<file path="src/rtl/ifetch_unit.sv">
// Instruction fetch stage: owns the PC, reads a 1-cycle-latency ROM, hands instructions to decode.
// Latency: ROM word is presented on Instruction the cycle after its fetch; redirects cost one bubble.
// Backpressure: stall freezes all state and disables the ROM; the presented word is kept locally.
module ifetch_unit #(
    parameter logic [31:0] RESET_PC  = 32'h0000_0000,
    parameter int          IMEM_AW   = 14,
    parameter logic [31:0] NOP_INSTR = 32'h0000_0013
) (
    input  logic               clock,
    input  logic               reset,
    input  logic               stall,
    input  logic               Branch,
    input  logic               Zero,
    input  logic               Jal,
    input  logic               Jr,
    input  logic [31:0]        Imm32,
    input  logic [31:0]        Read_data_1,
    output logic               imem_en,
    output logic [IMEM_AW-1:0] imem_addr,
    input  logic [31:0]        imem_rdata,
    output logic [31:0]        Instruction,
    output logic [31:0]        instr_pc,
    output logic               instr_valid,
    output logic [31:0]        link_addr,
    output logic               misalign
);

    typedef enum logic [1:0] {
        BOOT  = 2'd0,
        RUN   = 2'd1,
        FLUSH = 2'd2
    } state_t;

    state_t      state, state_nxt;
    logic [31:0] fetch_pc, fetch_pc_nxt;
    logic [31:0] pc_q, pc_nxt;
    logic        vld_q, vld_nxt;
    logic        mis_q, mis_nxt;
    // held_sel: previous cycle was stalled, so the ROM output can no longer be trusted
    logic        held_sel;
    logic [31:0] held_dat;

    logic        redirect;
    logic [31:0] jr_sum;
    logic [31:0] rel_sum;
    logic [31:0] raw_target;
    logic [31:0] target;

    // Redirect target: jalr base wins over pc-relative forms; low two bits are dropped
    always_comb begin
        jr_sum     = Read_data_1 + Imm32;
        rel_sum    = pc_q + Imm32;
        raw_target = Jr ? (jr_sum & ~32'h1) : rel_sum;
        target     = raw_target & ~32'h3;
        redirect   = vld_q && !stall && (Jr || Jal || (Branch && Zero));
    end

    // Next-state and next-PC selection
    always_comb begin
        state_nxt    = state;
        fetch_pc_nxt = fetch_pc;
        pc_nxt       = pc_q;
        vld_nxt      = vld_q;
        mis_nxt      = mis_q;
        if (!stall) begin
            case (state)
                BOOT, FLUSH: begin
                    // The word read at fetch_pc this cycle becomes real next cycle
                    state_nxt    = RUN;
                    fetch_pc_nxt = fetch_pc + 32'd4;
                    pc_nxt       = fetch_pc;
                    vld_nxt      = 1'b1;
                end
                RUN: begin
                    if (redirect) begin
                        // The sequential word in flight is dropped by clearing valid
                        state_nxt    = FLUSH;
                        fetch_pc_nxt = target;
                        vld_nxt      = 1'b0;
                        if (raw_target[1]) begin
                            mis_nxt = 1'b1;
                        end
                    end else begin
                        fetch_pc_nxt = fetch_pc + 32'd4;
                        pc_nxt       = fetch_pc;
                        vld_nxt      = 1'b1;
                    end
                end
                default: begin
                    state_nxt = BOOT;
                end
            endcase
        end
    end

    // State register; reset overrides stall
    always_ff @(posedge clock) begin
        if (reset) begin
            state    <= BOOT;
            fetch_pc <= RESET_PC;
            pc_q     <= RESET_PC;
            vld_q    <= 1'b0;
            mis_q    <= 1'b0;
            held_sel <= 1'b0;
            held_dat <= NOP_INSTR;
        end else begin
            state    <= state_nxt;
            fetch_pc <= fetch_pc_nxt;
            pc_q     <= pc_nxt;
            vld_q    <= vld_nxt;
            mis_q    <= mis_nxt;
            held_sel <= stall;
            if (!held_sel) begin
                held_dat <= imem_rdata;
            end
        end
    end

    // Output drive: ROM address straight from fetch_pc, decode word muxed from ROM or local copy
    always_comb begin
        imem_en     = reset || !stall;
        imem_addr   = fetch_pc[IMEM_AW+1:2];
        instr_valid = vld_q;
        instr_pc    = pc_q;
        link_addr   = pc_q + 32'd4;
        misalign    = mis_q;
        if (!vld_q) begin
            Instruction = NOP_INSTR;
        end else if (held_sel) begin
            Instruction = held_dat;
        end else begin
            Instruction = imem_rdata;
        end
    end

endmodule

</file>
<file path="config.mk">
export PLATFORM = sky130hd
export DESIGN_NAME = ifetch_unit
export DESIGN_NICKNAME = d
export VERILOG_FILES = /design/src/rtl/ifetch_unit.sv
export SDC_FILE = /design/constraint.sdc
export NUM_CORES = 1
export LEC_CHECK = 0
export CELL_PAD_IN_SITES_DETAIL_PLACEMENT = 0
export CELL_PAD_IN_SITES_GLOBAL_PLACEMENT = 1
export CORE_ASPECT_RATIO = 1.75
export CORE_MARGIN = 5
export CORE_UTILIZATION = 35
export CTS_BUF_LIST = sky130_fd_sc_hd__clkbuf_16
export DETAILED_ROUTE_END_ITERATION = 12
export PLACE_DENSITY_LB_ADDON = 0.1
export RECOVER_POWER = 25
export SLEW_MARGIN = 20
export SYNTH_ARGS = -nofsm -noshare
export SYNTH_HDL_FRONTEND = slang
export SYNTH_SLANG_ARGS = --single-unit
</file>
<file path="constraint.sdc">
create_clock -name clock -period 5.1 [get_ports clock]
set_input_delay 1.02 -clock clock [delete_from_list [all_inputs] [get_ports clock]]
set_output_delay 1.02 -clock clock [all_outputs]
set_load 0.1 [all_outputs]
</file>
==> metrics.txt, run 1 <==
slew of the pin with the lowest slew margin=1.70 ns; root buffer cell=clkbuf_16; failing checks=max-capacitance violations, max-slew violations; via count=8,307; Initial Util=35.5%; area grow syn2layout=30.4%; Max Clk Rate=216 MHz; register area=0.00194 sq mm; die height=211 microns; Yosys Warn Count=0; drc violations=0; hold_buf cts=0; Crit Path Max Fanout=7; Unique masters post-synth=80; Worst Setup Path Type=reg2out; die area=0.0263 sq mm; DP HPWL=23.4 mm; number of diodes=0; clk buf depth=2; Avg Inst Size Synth=7.62 sq um; Row Count=73; vias per cell=5.39; Port Buffers=211; Total GRT Usage=21.8%; GR Overflow Total=0; layout cell share with drive strength beyond 1=8.47%; sequential area share after synthesis=24.0%; Initial DRT Pass Iterations=5; synthesized area=0.00808 sq mm; Worst VDD drop=0.157 mV; Top Ports=216; Worst R2R Path Depth=7; final setup vio count=0; crit path time final=4.63 ns; Clock transition at path regs=0.08 ns; number of flops mapped to enable cells by yosys=0; first-pass GRT wire length=45.7 mm; Starting DRT DRC Count=384; final instance area=0.0105 sq mm; count of maximum capacitance violations=2; CTS tree=yes; core area=0.0227 sq mm; worst slack, placed=0.776 ns; status=finished with violations; Cells on Worst Hold Path=2; largest net degree at the start of global routing=67; Filler cells=2,368; cell count after synthesis=1,060; Post-CTS Resized=0; pwr dens=215 mW/mm^2; Clock Latency Late Sink=0.36 ns; GP Congestion=0.907; area leader, netlist=dfxtp_1; nets=1,400; Post-DP Area=0.0103 sq mm; Required @ worst endpoint=4.08 ns; TritonCTS Sinks=97; flop2flop setup slack=1.03 ns; Synth area leaders=dfxtp_1, ha_1, a21oi_1; Setup Skew=0.0107 ns; Tcrit/Tclk final=90.8%; Seq cells post-synth=97; Final Util=46.3%; vias in the first global route=8,453; initial antenna violation count=0; critical path data arrival time=3.61 ns; ys async rst share=0%; Final ANT Viol Nets=0; wire per inst=19.3 microns; Hold Crit Class=reg2reg; post-route setup slack=0.469 ns; die width=125 microns; RSZ-0062 raised after global routing=false; multi-input combinational cell area=0.00576 sq mm; H-tree Lvls=3; CP endpoint kind=output port; ys flop type=dfxtp_1; startpoint types=register; Num CTS Buffers=9; Fin. Hold Viols=0; setup bufs post-CTS=0; LEAKAGE=4.16 nW; final slew viol count=106; WL final=29.7 mm; share of the synthesized area in the top cell type=24.0%; Max transition margin=-13.5%
synthesized netlist by cell type (all sizes together) (2+ instances only):
cell type and number:
a211o 3, a211oi 9, a21boi 2, a21o 22
a21oi 116, a221oi 10, a22oi 3, a31oi 15
a41oi 3, and2 11, and3 15, and4 5
buf 30, clkbuf 35, dfxtp 97, ha 61
inv 20, mux2 2, mux2i 36, nand2 138
nand2b 10, nand3 36, nand3b 3, nand4 21
nor2 95, nor2b 38, nor3 20, nor3b 4
nor4 2, nor4b 2, o211ai 7, o21a 9
o21ai 54, o21bai 5, o221ai 5, o22ai 4
o31ai 8, or3 3, or4 3, xnor2 52
xor2 30
cell type report:
cell class                      count  share of cell area (%)
Clock inverter                      7                   0.475
Timing Repair Buffer              226                    20.0
Inverter                           20                   0.713
Sequential cell                    97                    18.4
Clock buffer                        9                    2.14
Tap cell                          300                    3.56
Multi-Input combinational cell    881                    54.7
kinds of logic (layout without fill, tap and decap cells):
group	Yosys count	count (layout)	synth area share [%]
AOI/OAI and AO/OA	286	286	22.4
xor gates and xnor gates	82	82	8.89
adders and majority gates	62	62	9.69
buffers and inverters	85	262	5.34
DFF	97	97	24.0
muxes	38	38	4.74
other	1	4	0.0464
and+or+nand+nor	409	409	24.9
worst paths after layout:
path | from | to
worst max-delay path | instr_pc[7]$_SDFFE_PP0P_ | link_addr[31]
worst min-delay path | misalign$_SDFFE_PP0P_ | misalign$_SDFFE_PP0P_
worst max register to register | instr_valid$_SDFFE_PP0P_ | fetch_pc[31]$_SDFFE_PP0P_
worst min register to register | misalign$_SDFFE_PP0P_ | misalign$_SDFFE_PP0P_
worst max-delay path: stages (launching register included):
cell,delay [ns]
dfxtp_1,0.45
nand2_1,0.13
nor2_1,0.18
nand3_1,0.26
or4_1,0.65
nor2_1,0.23
nand4_1,0.22
nor2_1,0.39
nand3_1,0.25
xnor2_2,0.17
buf_4,0.30
per-stage QoR:
stage | std cells | power [mW] | TNS [ns] | hold WS (ns)
after global placement | 1524 | 1.60 | 0 | 0.453
after floorplan | 1063 | 1.36 | -0.0526 | 0.443
after detailed placement | 1524 | 1.60 | 0 | 0.466
final | 1540 | 2.26 | 0 | 0.477
after CTS | 1540 | 2.28 | 0 | 0.485
after global routing | 1540 | 2.36 | 0 | 0.505
routing by layer:
| metal | track usage [%] | vias to the layer above | share of wire, % |
|---|---|---|---|
| met5 | 0 | - | 0 |
| met3 | 2.48 | 43 | 3.6 |
| li1 | - | 4116 | - |
| met1 | 22.6 | 3960 | 37 |
| met4 | 7.90 | 0 | 2.9 |
| met2 | 44.2 | 188 | 57 |
power by group:
group / leakage, nW / internal [mW] / switching, mW
Sequential: 0.792 / 0.785 / 0.0291
Combinational: 3.23 / 0.269 / 0.500
Clock: 0.132 / 0.336 / 0.342
cell usage in the layout (no fill, tap or decap), types with 7 or more instances in the layout:
cell type,netlist,layout
clkdlybuf4s50_1,0,157
nand2_1,138,138
a21oi_1,114,114
dfxtp_1,97,96
nor2_1,95,94
ha_1,61,61
buf_4,20,52
xnor2_1,52,48
o21ai_0,45,45
nor2b_1,37,37
mux2i_1,36,36
nand3_1,33,33
xor2_1,30,28
nand4_1,21,21
inv_1,20,20
a21o_1,20,20
nor3_1,18,18
a31oi_1,15,15
and3_1,13,13
dlygate4sd3_1,0,12
and2_1,10,10
nand2b_1,10,10
a221oi_1,10,10
o21ai_1,9,9
o21a_1,9,9
clkbuf_16,0,9
a211oi_1,8,8
o31ai_1,7,7
flip-flops by register name, summed over array words and instances, names as in the netlist:
register     flops
fetch_pc        30
held_dat        32
held_sel         1
instr_pc        30
instr_valid      1
misalign         1
state            2
Note: power is estimated with default switching activity, not from simulation.
==> run 2: changes to the inputs <==
--- a/config.mk
+++ b/config.mk
@@ -9,8 +9,9 @@
 export CELL_PAD_IN_SITES_GLOBAL_PLACEMENT = 1
 export CORE_ASPECT_RATIO = 1.75
 export CORE_MARGIN = 5
-export CORE_UTILIZATION = 35
+export CORE_UTILIZATION = 32
 export CTS_BUF_LIST = sky130_fd_sc_hd__clkbuf_16
+export CTS_CLUSTER_SIZE = 20
 export DETAILED_ROUTE_END_ITERATION = 12
 export PLACE_DENSITY_LB_ADDON = 0.1
 export RECOVER_POWER = 25
==> constraint.sdc (replaced) <==
create_clock -name clock -period 3.9 [get_ports clock]
set_input_delay 0.78 -clock clock [delete_from_list [all_inputs] [get_ports clock]]
set_output_delay 0.78 -clock clock [all_outputs]
set_load 0.1 [all_outputs]
==> run 2 against run 1 <==
Against the previous run:
- the flow still finishes with violations (max-capacitance violations, max-slew violations)
- core utilization down 2.0 points
- clock skew fell by 0.0026 ns
- flip-flop and latch count is the same
- via count up 0.91%
- global-route usage down 0.28 points
- sequential power is 30% higher
- worst hold slack about the same
- register-to-register slack lost 0.04 ns
- combinational power rose by 34%
- critical path type unchanged
==> metrics.txt, run 2 (same netlist as run 1, synthesis figures left out) <==
Pint=1.84 mW (was 1.39 mW); H-tree Lvls=3 (unchanged); layout cell share with drive strength beyond 1=14.8% (was 8.47%); clk buf depth=2 (unchanged); Clock Latency Late Sink=0.38 ns (was 0.36 ns); LEAKAGE=4.43 nW (was 4.16 nW); largest reg by FF count=held_dat (unchanged); Reg power frac=35.3% (was 36.0%); Fin. Hold Viols=0 (unchanged); Hold Crit Class=reg2reg (unchanged); Top Ports=216 (unchanged); via count=8,383 (was 8,307); first-pass GRT wire length=47.2 mm (was 45.7 mm); wire per inst=19.7 microns (was 19.3 microns); Tcrit/Tclk final=96.2%; Final ANT Viol Nets=0 (unchanged); Num CTS Buffers=9 (unchanged); Final Util=44.3% (was 46.3%); Filler cells=2,638 (was 2,368); Critical path buffers and inverters=2 (was 1); critical path data arrival time=2.97 ns (was 3.61 ns); nets=1,429 (was 1,400); Psw=1.16 mW (was 0.871 mW); root buffer cell=clkbuf_16 (unchanged); family with the most delay on the worst path=simple AND/OR/NAND/NOR gates (unchanged); Worst VDD drop=0.238 mV (was 0.157 mV); max reg flops=32 (unchanged); CP endpoint kind=output port (unchanged); number of diodes=0 (unchanged); startpoint types=register (unchanged); Worst R2R Path Depth=11 (was 7); largest net degree at the start of global routing=67 (unchanged); failing checks=max-capacitance violations, max-slew violations (unchanged); most frequent cells in the layout=clkdlybuf4s50_1, nand2_1, a21oi_1 (unchanged); GP Congestion=0.864 (was 0.907); crit path time final=3.75 ns; WL final=31.2 mm (was 29.7 mm); DP HPWL=24.9 mm (was 23.4 mm); status=finished with violations (unchanged); Total GRT Usage=21.5% (was 21.8%); RSZ-0062 raised after global routing=false (unchanged); slew of the pin with the lowest slew margin=1.90 ns (was 1.70 ns); most common cell after layout, fill and taps aside=clkdlybuf4s50_1 (unchanged); Net Sw Frac=38.7% (was 38.5%); Port Buffers=211 (unchanged); drc violations=0 (unchanged); GR Overflow Total=0 (unchanged); Most common cell on crit path=nor2_4 (was nor2_1); Worst Hold Path EP=held_dat[0]$_SDFF_PP1_ (was misalign$_SDFFE_PP0P_); Initial DRT Pass Iterations=5 (unchanged); Hold Path Origin=held_dat[0]$_SDFF_PP1_ (was misalign$_SDFFE_PP0P_); die width=130 microns (was 125 microns); Largest stage delay, worst path=0.56 ns (was 0.65 ns); area grow syn2layout=37.4% (was 30.4%); Max Clk Rate=267 MHz; TritonCTS Sinks=97 (unchanged); Cells on Worst Hold Path=2 (unchanged); Starting DRT DRC Count=449 (was 384); final slew viol count=33 (was 106); Critical-path top delay cell=or4_4 (was or4_1); Crit Path Max Fanout=5 (was 7); CTS tree=yes (unchanged); final setup vio count=0 (unchanged); worst-path cell chain=and3_1, nand3_1, buf_4, or4_4, nor2_4, nand4_1, nor2_4, nand3_4, xnor2_4, buf_12 (was nand2_1, nor2_1, nand3_1, or4_1, nor2_1, nand4_1, nor2_1, nand3_1, xnor2_2, buf_4); Worst Setup Path Type=reg2out (unchanged); pwr dens=270 mW/mm^2 (was 215 mW/mm^2); post-route setup TNS=0 ns (unchanged); Max transition margin=-27.1% (was -13.5%); vias per cell=5.29 (was 5.39); Initial Util=32.3% (was 35.5%); Clock transition at path regs=0.07 ns (was 0.08 ns); power share of the clock group=30.3% (was 30.0%); flop2flop setup slack=0.99 ns (was 1.03 ns); worst r2r src=instr_pc[10]$_SDFFE_PP0P_ (was instr_valid$_SDFFE_PP0P_); initial antenna violation count=0 (unchanged); Comb power frac=34.3% (was 34.0%); Required @ worst endpoint=3.12 ns (was 4.08 ns); Row Count=77 (was 73); core area=0.0250 sq mm (was 0.0227 sq mm); die area=0.0286 sq mm (was 0.0263 sq mm); count of maximum capacitance violations=1 (was 2); reg2reg end=fetch_pc[31]$_SDFFE_PP0P_ (unchanged); Setup Skew=0.00807 ns (was 0.0107 ns); vias in the first global route=8,578 (was 8,453); die height=220 microns (was 211 microns)
-- run 2: cell types whose count changed in the layout (fill, tap and decap cells not counted), moves of 6 or more --
cell / change
dfxtp_4: +7
buf_12: +12
clkdlybuf4s50_1: -13
dlygate4sd3_1: -11
xnor2_4: +6
dfxtp_1: -14
xnor2_1: -8
buf_4: +37
dfxtp_2: +7
-- run 2: worst min-delay path, stage by stage (launching register included) --
cell	delay, ns
dfxtp_1	0.31
mux2i_1	0.08
nand2_1	0.06
-- run 2: metrics by stage --
stage	area (sq um)	instances	hold WS, ns	setup slack (ns)	power (mW)
2_1_floorplan	8350	1063	0.443	-0.0138	1.78
3_3_place_gp	10800	1567	0.450	0.0539	2.12
3_5_place_dp	10800	1567	0.464	-0.00444	2.12
4_1_cts	11100	1585	0.486	0.00514	3.04
5_1_grt	11100	1585	0.517	0.0269	3.14
6_report	11100	1585	0.476	0.148	3.00
-- run 2: layer usage --
| layer | vias to the layer above | GRT usage, % | wire length [microns] |
|---|---|---|---|
| met3 | 47 | 1.86 | 1170 |
| met1 | 3974 | 21.6 | 11100 |
| li1 | 4172 | - | - |
| met4 | 0 | 9.81 | 1050 |
| met5 | - | 0 | 0 |
| met2 | 190 | 43.2 | 17800 |
-- run 2: worst max path at each step --
stage / start / end / depth (start not counted) / slack [ns]
floorplan: instr_pc[7]$_SDFFE_PP0P_ / link_addr[29] / 9 / -0.01
global placement: Imm32[1] / fetch_pc[24]$_SDFFE_PP0P_ / 13 / 0.05
detailed placement: Imm32[1] / fetch_pc[24]$_SDFFE_PP0P_ / 13 / -0.004
CTS: instr_pc[8]$_SDFFE_PP0P_ / link_addr[31] / 10 / 0.005
global route: instr_pc[6]$_SDFFE_PP0P_ / link_addr[31] / 10 / 0.03
finish: instr_pc[6]$_SDFFE_PP0P_ / link_addr[31] / 10 / 0.15
-- run 2: final cells by class --
| type | instances | area (sq um) | share of cell area, % |
|---|---|---|---|
| flip-flops and latches | 97 | 1980 | 17.8 |
| multi-input cells | 881 | 5970 | 53.8 |
| well taps | 316 | 395 | 3.56 |
| clock buffers | 9 | 225 | 2.03 |
| repair buffers | 255 | 2390 | 21.6 |
| clock inverters | 7 | 61.3 | 0.552 |
| inverters | 20 | 75.1 | 0.676 |
-- run 2: power by group through the flow --
stage / Combinational [mW] / Sequential (mW) / Clock [mW]
floorplan: 0.675 / 1.10 / 0
global placement: 1.04 / 1.09 / 0
detailed placement: 1.04 / 1.09 / 0
CTS: 1.04 / 1.06 / 0.938
global route: 1.10 / 1.07 / 0.967
finish: 1.03 / 1.06 / 0.911
-- run 2: what timing repair did --
| action | CTS | global route |
|---|---|---|
| setup endpoints to repair | 5 | 4 |
| setup buffers | 2 | 0 |
| pin swaps | 1 | 2 |
| hold buffers | 0 | 0 |
| resized for setup | 5 | 3 |
==> run 3: changes to the inputs <==
--- a/config.mk
+++ b/config.mk
@@ -5,13 +5,14 @@
 export SDC_FILE = /design/constraint.sdc
 export NUM_CORES = 1
 export LEC_CHECK = 0
+export ABC_AREA = 1
 export CELL_PAD_IN_SITES_DETAIL_PLACEMENT = 0
 export CELL_PAD_IN_SITES_GLOBAL_PLACEMENT = 1
 export CORE_ASPECT_RATIO = 1.75
 export CORE_MARGIN = 5
 export CORE_UTILIZATION = 32
 export CTS_BUF_LIST = sky130_fd_sc_hd__clkbuf_16
-export CTS_CLUSTER_SIZE = 20
+export CTS_CLUSTER_SIZE = 16
 export DETAILED_ROUTE_END_ITERATION = 12
 export PLACE_DENSITY_LB_ADDON = 0.1
 export RECOVER_POWER = 25
@@ -19,3 +20,4 @@
 export SYNTH_ARGS = -nofsm -noshare
 export SYNTH_HDL_FRONTEND = slang
 export SYNTH_SLANG_ARGS = --single-unit
+export TNS_END_PERCENT = 10
==> run 3 against run 2 <==
Against the previous run:
- final area up 15%
- worst hold slack worse by 0.0040 ns
- die area up 23%
- critical path depth down 2
- synthesized cell count up 66%
- wire length up 39%
- the flow still finishes with violations (max-capacitance violations, max-slew violations)
==> metrics.txt, run 3 <==
Unique masters post-synth=44 (was 80); GP Congestion=0.918 (was 0.864); LEAKAGE=6.36 nW (was 4.43 nW); CP endpoint kind=output port (unchanged); reg2reg end=instr_pc[21]$_SDFFE_PP0P_ (was fetch_pc[31]$_SDFFE_PP0P_); CTS tree=yes (unchanged); fin cells=2,341 (was 1,585); Cells on Worst Hold Path=2 (unchanged); Max transition margin=-20.1% (was -27.1%); DP HPWL=36.2 mm (was 24.9 mm); Max Clk Rate=270 MHz (was 267 MHz); Clock Latency Late Sink=0.38 ns (about the same); die area=0.0352 sq mm (was 0.0286 sq mm); Total GRT Usage=24.2% (was 21.5%); drc violations=0 (unchanged); vias in the first global route=11,500 (was 8,578); synthesized area=0.0100 sq mm (was 0.00808 sq mm); Setup Skew=0.0124 ns (was 0.00807 ns); Seq cells post-synth=97 (unchanged); Tcrit/Tclk final=95.1% (was 96.2%); final setup vio count=0 (unchanged); largest reg by FF count=held_dat (unchanged); Row Count=85 (was 77); cell count after synthesis=1,758 (was 1,060); Worst VDD drop=0.277 mV (was 0.238 mV); Final Util=41.5% (was 44.3%); critical path data arrival time=2.93 ns (was 2.97 ns); Starting DRT DRC Count=615 (was 449); failing checks=max-capacitance violations, max-slew violations (unchanged); Initial Util=32.5% (was 32.3%); final slew viol count=72 (was 33); RSZ-0062 raised after global routing=false (unchanged); count of maximum capacitance violations=2 (was 1); area grow syn2layout=27.5% (was 37.4%); Worst Setup Path Type=reg2out (unchanged); hold_buf cts=0 (unchanged); most common cell after layout, fill and taps aside=nand2_1 (was clkdlybuf4s50_1); clk buf depth=2 (unchanged); nets=2,110 (was 1,429); number of diodes=0 (unchanged); Synth area leaders=nand2_1, dfxtp_1, inv_1 (was dfxtp_1, ha_1, a21oi_1); GR Overflow Total=0 (unchanged); number of flops mapped to enable cells by yosys=0 (unchanged); max reg flops=32 (unchanged); worst r2r src=instr_valid$_SDFFE_PP0P_ (was instr_pc[10]$_SDFFE_PP0P_); sequential area share after synthesis=19.3% (was 24.0%); Largest stage delay, worst path=0.49 ns (was 0.56 ns); Critical-path top delay cell=dfxtp_1 (was or4_4); die width=144 microns (was 130 microns); most frequent cells after synthesis=nand2_1, inv_1, nor2_1, nand3_1, a21oi_1 (was nand2_1, a21oi_1, dfxtp_1, nor2_1, ha_1); slew of the pin with the lowest slew margin=1.80 ns (was 1.90 ns); layout cell share with drive strength beyond 1=7.18% (was 14.8%); Fin. Hold Viols=0 (unchanged); Port Buffers=211 (unchanged); Avg Inst Size Synth=5.71 sq um (was 7.62 sq um); Worst R2R Path Depth=9 (was 11); area leader, netlist=nand2_1 (was dfxtp_1); TritonCTS Sinks=97 (unchanged); flop2flop setup slack=0.87 ns (was 0.99 ns); initial antenna violation count=0 (unchanged); vias per cell=4.96 (was 5.29); Top Ports=216 (unchanged); Hold Crit Class=reg2reg (unchanged); wire per inst=18.5 microns (was 19.7 microns); most numerous cell in the Yosys netlist=nand2_1 (unchanged); crit path time final=3.71 ns (was 3.75 ns); WL final=43.3 mm (was 31.2 mm); Required @ worst endpoint=3.12 ns (about the same); Hold Slack=0.472 ns (was 0.476 ns); pwr dens=333 mW/mm^2 (was 270 mW/mm^2); Num CTS Buffers=9 (unchanged); first-pass GRT wire length=64.7 mm (was 47.2 mm); via count=11,600 (was 8,383); root buffer cell=clkbuf_16 (unchanged); Yosys Warn Count=0 (unchanged); Initial DRT Pass Iterations=5 (unchanged); Clock transition at path regs=0.08 ns (was 0.07 ns); Hold Path Origin=misalign$_SDFFE_PP0P_ (was held_dat[0]$_SDFF_PP1_); share of the synthesized area in the top cell type=20.3% (was 24.0%); Worst Hold Path EP=misalign$_SDFFE_PP0P_ (was held_dat[0]$_SDFF_PP1_); most frequent cells in the layout=nand2_1, inv_1, nor2_1 (was clkdlybuf4s50_1, nand2_1, a21oi_1); largest net degree at the start of global routing=38 (was 67); Final ANT Viol Nets=0 (unchanged); worst-path cell chain=nand3_1, nor3_2, nand2_1, nor3_2, nand2_1, nor4_2, xor2_1, buf_12 (was and3_1, nand3_1, buf_4, or4_4, nor2_4, nand4_1, nor2_4, nand3_4, xnor2_4, buf_12); die height=244 microns (was 220 microns); H-tree Lvls=3 (unchanged); Placed Cells=2,325 (was 1,567); ys flop type=dfxtp_1 (unchanged); startpoint types=register (unchanged); Crit Path Max Fanout=6 (was 5); status=finished with violations (unchanged); ys async rst share=0% (unchanged); core area=0.0308 sq mm (was 0.0250 sq mm)
[run 3: cell count changes after synthesis, moves of 10 or more]
cell	delta
nand2_1	+404
inv_1	+255
nand3_1	+106
nor2_1	+98
xnor2_1	-41
nor2b_1	-37
a21o_1	-17
o21ai_0	+17
or2_2	+13
and3_1	-11
a221oi_1	-10
nand2b_1	-10
[run 3: where the power goes]
group | switching (mW) | internal, mW | total [mW]
sequential | 0.106 | 1.07 | 1.17
clock | 0.484 | 0.453 | 0.937
combinational | 1.55 | 0.613 | 2.16
[run 3: routing by layer]
metal / vias up / GRT usage, % / routed length (microns)
met1: 5282 / 26.7 / 16500
met2: 317 / 45.7 / 23300
li1: 5947 / - / -
met4: 0 / 9.95 / 1770
met5: - / 0 / 0
met3: 68 / 2.50 / 1720
[run 3: how the worst max path moves through the flow]
stage	startpoint	end	slack, ns	cells after the start
floorplan	instr_pc[4]$_SDFFE_PP0P_	link_addr[31]	-0.48	7
global placement	Imm32[1]	fetch_pc[14]$_SDFFE_PP0P_	0.43	15
detailed placement	Imm32[1]	fetch_pc[14]$_SDFFE_PP0P_	0.41	15
CTS	instr_pc[2]$_SDFFE_PP0P_	link_addr[26]	0.08	13
global route	instr_pc[2]$_SDFFE_PP0P_	link_addr[26]	0.04	13
finish	instr_pc[4]$_SDFFE_PP0P_	link_addr[31]	0.19	8
[run 3: timing repair]
| item | 4_1_cts | 5_1_grt |
|---|---|---|
| endpoints found under the hold margin | 0 | 0 |
| setup endpoints to repair | 0 | 1 |
| setup buffers | 0 | 0 |
| resized for setup | 0 | 2 |
[run 3: cell families after synthesis]
family	Yosys count	synth area share, %
muxes	32	3.19
adders and majority gates	62	7.80
buffers and inverters	337	13.4
xor gates and xnor gates	43	3.75
and+or+nand+nor	982	41.7
other	1	0.0374
AOI/OAI and AO/OA	204	10.8
DFF	97	19.3
[run 3: cell type report]
cell class | count | area (sq um)
repair buffers | 231 | 2210
fillers | 3510 | 18000
clock buffers | 9 | 225
multi-input cells | 1327 | 6810
clock inverters | 7 | 71.3
well taps | 391 | 489
inverters | 279 | 1050
flip-flops and latches | 97 | 1950
[run 3: critical path, delay by kind of cell (launching register included)]
kind          cells  cell delay (ns)
flops             1             0.49
simple gates      6             1.56
buf+inv           1             0.21
xor+xnor          1             0.27
[run 3: per-stage QoR]
stage          setup TNS, ns  worst slack (ns)  total power, mW  cell area (sq um)
2_1_floorplan          -5.14            -0.480             2.71              10100
3_5_place_dp               0             0.414             3.36              12500
6_report                   0             0.192             4.27              12800
5_1_grt                    0            0.0387             4.51              12800
4_1_cts                    0            0.0845             4.31              12800
3_3_place_gp               0             0.427             3.36              12500
